## config.mk

```make
export PLATFORM = sky130hd
export DESIGN_NAME = data_memory_arbiter
export DESIGN_NICKNAME = d
export VERILOG_FILES = /design/src/rtl/data_memory_arbiter.sv
export SDC_FILE = /design/constraint.sdc
export NUM_CORES = 1
export LEC_CHECK = 0
export ABC_CLOCK_PERIOD_IN_PS = 1700
export CORE_ASPECT_RATIO = 0.7
export CORE_UTILIZATION = 40
export CTS_CLUSTER_SIZE = 20
export DETAILED_ROUTE_END_ITERATION = 8
export PLACE_DENSITY = 0.8
export SYNTH_ARGS = -nofsm -noshare
export SYNTH_HDL_FRONTEND = slang
export SYNTH_SLANG_ARGS = --single-unit
```

## constraint.sdc

```tcl
create_clock -name clk -period 1.7 [get_ports clk]
set_input_delay 0.255 -clock clk [delete_from_list [all_inputs] [get_ports clk]]
set_output_delay 0.255 -clock clk [all_outputs]
set_load 0.03 [all_outputs]
```

## src/rtl/data_memory_arbiter.sv

```systemverilog
// Two-master arbiter in front of a single-port data RAM: CPU load/store path and IO DMA.
// One command at a time: IDLE -> ACCESS -> (RESP for loads) -> IDLE.
module data_memory_arbiter #(
  parameter int DATA_WIDTH     = 32,
  parameter int ADDR_WIDTH     = 32,
  parameter int FIXED_PRIORITY = 0,
  parameter int MAX_CPU_RUN    = 4
) (
  input  logic                  clk,
  input  logic                  reset,
  input  logic                  cpu_req,
  input  logic                  cpu_we,
  input  logic [ADDR_WIDTH-1:0] cpu_addr,
  input  logic [DATA_WIDTH-1:0] cpu_wdata,
  output logic                  cpu_gnt,
  output logic                  cpu_rvalid,
  output logic [DATA_WIDTH-1:0] cpu_rdata,
  output logic                  cpu_stall,
  input  logic                  io_req,
  input  logic                  io_we,
  input  logic [ADDR_WIDTH-1:0] io_addr,
  input  logic [DATA_WIDTH-1:0] io_wdata,
  output logic                  io_gnt,
  output logic                  io_rvalid,
  output logic [DATA_WIDTH-1:0] io_rdata,
  output logic [ADDR_WIDTH-1:0] mem_addr,
  output logic [DATA_WIDTH-1:0] mem_wdata,
  output logic                  mem_we,
  output logic                  mem_re,
  input  logic [DATA_WIDTH-1:0] mem_rdata,
  output logic                  busy
);

  localparam int RUN_W = $clog2(MAX_CPU_RUN + 1);

  typedef enum logic [1:0] {IDLE, ACCESS, RESP} state_t;

  state_t                state;
  logic                  cmdIo;
  logic                  cmdWe;
  logic [ADDR_WIDTH-1:0] cmdAddr;
  logic [DATA_WIDTH-1:0] cmdWdata;
  logic                  lastGrantIo;
  logic [RUN_W-1:0]      cpuRun;
  logic                  pickIo;
  logic                  anyReq;
  logic                  inAccess;
  logic                  inResp;
  logic                  cpuDone;

  assign anyReq = cpu_req | io_req;

  // On a tie, fixed priority favours CPU until its run budget is spent;
  // round-robin hands the tie to whoever was not granted last.
  always_comb begin
    pickIo = 1'b0;
    if (io_req && !cpu_req)
      pickIo = 1'b1;
    else if (io_req && cpu_req) begin
      if (FIXED_PRIORITY != 0)
        pickIo = (cpuRun == RUN_W'(MAX_CPU_RUN));
      else
        pickIo = ~lastGrantIo;
    end
  end

  always_ff @(posedge clk) begin
    if (reset) begin
      state       <= IDLE;
      cmdIo       <= 1'b0;
      cmdWe       <= 1'b0;
      cmdAddr     <= '0;
      cmdWdata    <= '0;
      lastGrantIo <= 1'b1;
      cpuRun      <= '0;
      cpu_rdata   <= '0;
      io_rdata    <= '0;
    end else begin
      case (state)
        IDLE: if (anyReq) begin
          cmdIo       <= pickIo;
          cmdWe       <= pickIo ? io_we    : cpu_we;
          cmdAddr     <= pickIo ? io_addr  : cpu_addr;
          cmdWdata    <= pickIo ? io_wdata : cpu_wdata;
          lastGrantIo <= pickIo;
          state       <= ACCESS;
        end
        ACCESS: begin
          if (!cmdWe) begin
            if (cmdIo) io_rdata  <= mem_rdata;
            else       cpu_rdata <= mem_rdata;
            state <= RESP;
          end else begin
            state <= IDLE;
          end
        end
        RESP:    state <= IDLE;
        default: state <= IDLE;
      endcase

      // CPU run length only matters while IO is actually waiting.
      if (!io_req)
        cpuRun <= '0;
      else if (state == IDLE && anyReq) begin
        if (pickIo)
          cpuRun <= '0;
        else if (cpuRun != RUN_W'(MAX_CPU_RUN))
          cpuRun <= cpuRun + 1'b1;
      end
    end
  end

  assign inAccess   = (state == ACCESS);
  assign inResp     = (state == RESP);

  assign mem_addr   = inAccess ? cmdAddr  : '0;
  assign mem_wdata  = inAccess ? cmdWdata : '0;
  assign mem_we     = inAccess &  cmdWe;
  assign mem_re     = inAccess & ~cmdWe;

  assign cpu_gnt    = inAccess & ~cmdIo;
  assign io_gnt     = inAccess &  cmdIo;
  assign cpu_rvalid = inResp   & ~cmdIo;
  assign io_rvalid  = inResp   &  cmdIo;

  assign cpuDone    = (cpu_gnt & cmdWe) | cpu_rvalid;
  assign cpu_stall  = cpu_req & ~cpuDone;
  assign busy       = (state != IDLE);

endmodule

```

# == Yosys cells after proc, flatten, opt, wreduce, memory -nomap -nowiden ==
# Index checks and enable logic that the tools add are counted.
# totals
register_bits,133
input_bits,166
# classes
reduce_logical,8
bitwise_logic,14
eq_ne,3
mux,10
# ops
cell,count
32-bit 2-to-1 mux,4
1-bit bitwise AND,8
3-bit AND reduction,2
2-bit 2-to-1 mux,2
1-bit NOT,4
2-bit case mux with 2 select lines,1
1-bit 2-to-1 mux,3
2-bit by 1-bit == test with 1-bit output (second input constant),1
2-bit == test (second input constant),1
1-bit logical AND,2
2-bit zero test,1
2-bit != test (second input constant),1
1-bit OR,2
2-bit AND reduction,1
2-bit nonzero test,1
1-bit zero test,1

# == Depth between registers and ports, before layout ==
# depth
word_depth,6
depth_mapped,6

# == Worst setup path after synthesis ==
# Ideal clock, no wire load.
# synth_timing
path_kind,flip-flop to output port
from,register state[0]
to,output port mem_addr[29]
stages_incl_launch_ff,5
arrival_ps,1338
slack_ps,107
required_ps,1445
path_cell_list,dfxtp_1 -> and2b_1 -> clkbuf_1 -> clkbuf_1 -> and2_1
# synth_between
elab_chain_cells,2
# synth_lines
element,line,text
start: declaration,38,state_t state;
start signal: assignment,69,state <= IDLE;
start signal: assignment,86,state <= ACCESS;
start signal: assignment,92,state <= RESP;
2-bit by 1-bit == test with 1-bit output,113,assign inAccess = (state == ACCESS);
32-bit 2-to-1 mux,116,assign mem_addr = inAccess ? cmdAddr : '0;
end: declaration,26,"output logic [ADDR_WIDTH-1:0] mem_addr,"
# Every way passes these cells.

# == Final worst setup path ==
# layout_timing
from,register state[1]
to,output port mem_wdata[2]
# layout_between
elab_chain_cells,2
# layout_lines
element,line,text
2-bit by 1-bit == test with 1-bit output,113,
32-bit 2-to-1 mux,117,assign mem_wdata = inAccess ? cmdWdata : '0;
end: declaration,27,"output logic [DATA_WIDTH-1:0] mem_wdata,"
# Every way passes these cells.

==> reports/metrics.csv <==
stage,metric,value,unit
synth,number of synthesized flops with an enable pin,0,
critical_path,crit start category,flip-flop,
routing,DRT iter0 DRCs,409,
timing,Finish-stage setup viols,67,
floorplanning,die area,0.01547,mm^2
outcome,status,"complete, but fails checks",
synth,Avg Inst Size Synth,7.960,um^2
finish,"Design Area, Final",0.01041,mm^2
critical_path,crit-path max FO,8,
timing,Layout Skew,0.01127,ns
clocking,clock root buffer,clkbuf_16,
global_routing,vias in the first global route,6339,
timing,"Slew Viols, Final",0,
synth,Area contributors post-synth,"dfxtp_1, nand2_1, a311oi_1",
synth,post-synthesis cell count,752,
finish,layout cells sized above 1,0.2486,
synth,ys flop type,dfxtp_1,
routing,post-route ant nets,0,
floorplanning,Initial Utilization,0.4192,
routing,Avg WL per Cell,17.33,um
hold_path,Hold Path Class,primary input to flip-flop,
critical_path,"Arr. time, crit path",1.59,ns
critical_path,Setup CP Type,flip-flop to output port,
floorplanning,core area,0.01428,mm^2
synth,leading area contributor after synthesis,dfxtp_1,
timing,post-route clock period utilization,1.087,
clocking,"Clk pin slew, worst setup/hold paths",0.05,ns
routing,Detailed Route WL,21420,um
synth,share of Yosys cell area claimed by the top area cell type,0.4448,
clocking,CTS tree,done,
global_routing,gr ovfl total,0,
global_routing,largest net degree at the start of global routing,91,
global_routing,initial antenna violation count,0,
finish,n_diodes,0,
routing,via count,6438,
placed_design,gpl congestion,0.8341,
routing,drt pass-1 iters,5,
finish,final layout net count,1200,
critical_path,CP Capture Type,output port,
clocking,total CTS buffers,17,
critical_path,Critical Path RT,1.44,ns
timing,fmax,541.0,MHz
placed_design,placed instance area,0.009105,mm^2
floorplanning,Die W,148.2,um
finish,area delta synth->final,73.91,%
global_routing,global-route wire length before repair,33220,um
synth,Ys Warns,0,
synth,"count leader, synth",nand2_1,
clocking,clock latency on the worst-skew pair,0.40,ns
outcome,failing checks,negative setup slack,
routing,vias per cell,5.209,
run,Max Cap Violations,0,
synth,Netlist cell types,31,
routing,DRC violations left,0,
floorplanning,DIE HEIGHT,104.3,um
pwr,VDD IR max,0.0007434,V
timing,RSZ-0062 raised after global routing,true,
timing,slew of the pin with the lowest slew margin,0.5162,ns
synth,register area share after synthesis,0.4448,
synth,Syn Std Cell Area,0.005986,mm^2
placed_design,port bufs,301,
placed_design,HPWL Detailed,13290,um
clocking,H-Tree Level Count,4,
pwr,total power,9.884,mW
timing,final hold violations,0,
clocking,# clock sinks,133,
global_routing,total track usage,0.2700,
clocking,Max clock buf depth,2,
timing,setup ws final,-0.1485,ns
pwr,power per cell area,949.4,mW/mm^2
pwr,Leak,4.567,nW
floorplanning,num rows,36,
timing,slew margin rel.,0.6559,
synth,syn_nets,918,
synth,synthesis-stage register bit count,133,
synth,list of most frequent post-synthesis cells,"nand2_1, dfxtp_1, a21oi_1",
synth,Async SR Flop Fraction,0,
floorplanning,I/O pin cnt,302,
timing,Final min period,1.849,ns
per-stage QoR:
| step | hold WS (ns) | setup TNS, ns | utilization | std cells | setup slack (ns) |
|---|---|---|---|---|---|
| final | 0.3857 | -7.951 | 0.7291 | 1236 | -0.1485 |
| after global routing | 0.4136 | -11.45 | 0.7291 | 1236 | -0.2024 |
| after CTS | 0.3978 | -9.080 | 0.7163 | 1235 | -0.1608 |
| after detailed placement | 0.4490 | -3.675 | 0.6377 | 1194 | -0.1153 |
| after global placement | 0.4412 | -1.538 | 0.6377 | 1194 | -0.04737 |
| after floorplan | 0.3910 | 0 | - | 752 | 0.1069 |
critical path, cell delays in order, from the launching register on:
cell,delay [ns]
dfxtp_4,0.34
and2b_4,0.29
buf_12,0.14
clkbuf_16,0.16
and2_4,0.14
buf_6,0.12
power by group:
group	total, mW	internal, mW	switching (mW)
registers	3.52	3.38	0.141
clock network	3.96	2.57	1.38
logic	2.41	1.16	1.24
flip-flops by register name, indices dropped and copies added (netlist names):
register / count
cmdIo: 1
cmdWe: 1
io_rdata: 32
cpu_rdata: 32
cmdAddr: 32
lastGrantIo: 1
state: 2
cmdWdata: 32
cell usage in the layout (no fill, tap or decap), types with 19 or more instances in the layout:
cell type        Yosys  layout
a311oi_1            65      65
dlymetal6s2s_1       0      28
dfxtp_1            133     131
buf_6                3      69
clkdlybuf4s50_1      0     179
and2_1              67      24
a21oi_1            101     100
nand2_1            228     228
a21oi_2             30      31
clkbuf_16            0      19
and2_4               0      43
dlygate4sd2_1        0      21
nand2_2             30      30
layer usage:
layer  up-vias  wire, um  track usage  part of all wire
met2       288     10160       0.4480              0.47
met4         0       388      0.09057             0.018
met5         -         0            0                 0
met3        28      1860      0.07763             0.087
li1       3126         -            -                 -
met1      2996      9012       0.3330              0.42
repair_timing:
item	CTS	global route
hold buffers	0	0
endpoints found under the setup margin	89	109
buffers inserted	5	0
endpoints found under the hold margin	0	0
resized for setup	121	61
pin swaps	16	11
cloned	5	2
area by class of cell:
type,instances,area (um^2)
Fill cell,1101,3869
Inverter,1,3.754
Clock buffer,20,466.7
Sequential cell,133,2670
Multi-Input combinational cell,544,3126
Clock inverter,11,171.4
Tap cell,190,237.7
Timing Repair Buffer,337,3735
cell families (layout without fill, tap and decap cells):
logic type,Yosys count,count (layout),share of synthesized area
AO/OA/AOI/OAI,201,201,0.2293
flip-flops,133,133,0.4448
AND/OR/NAND/NOR,343,343,0.2653
buffers and inverters,75,369,0.06062
path summary, 6_finish.rpt:
check	start	to	slack [ns]	cells after the start
worst max-delay path	state[1]	mem_wdata[2]	-0.15	5
worst min-delay path	reset	cmdIo	0.39	3
worst max register to register	state[1]	cmdWdata[7]	0.18	7
worst min register to register	io_rdata[16]	io_rdata[16]	0.45	2
No activity file was read; power rests on OpenSTA's default activity.
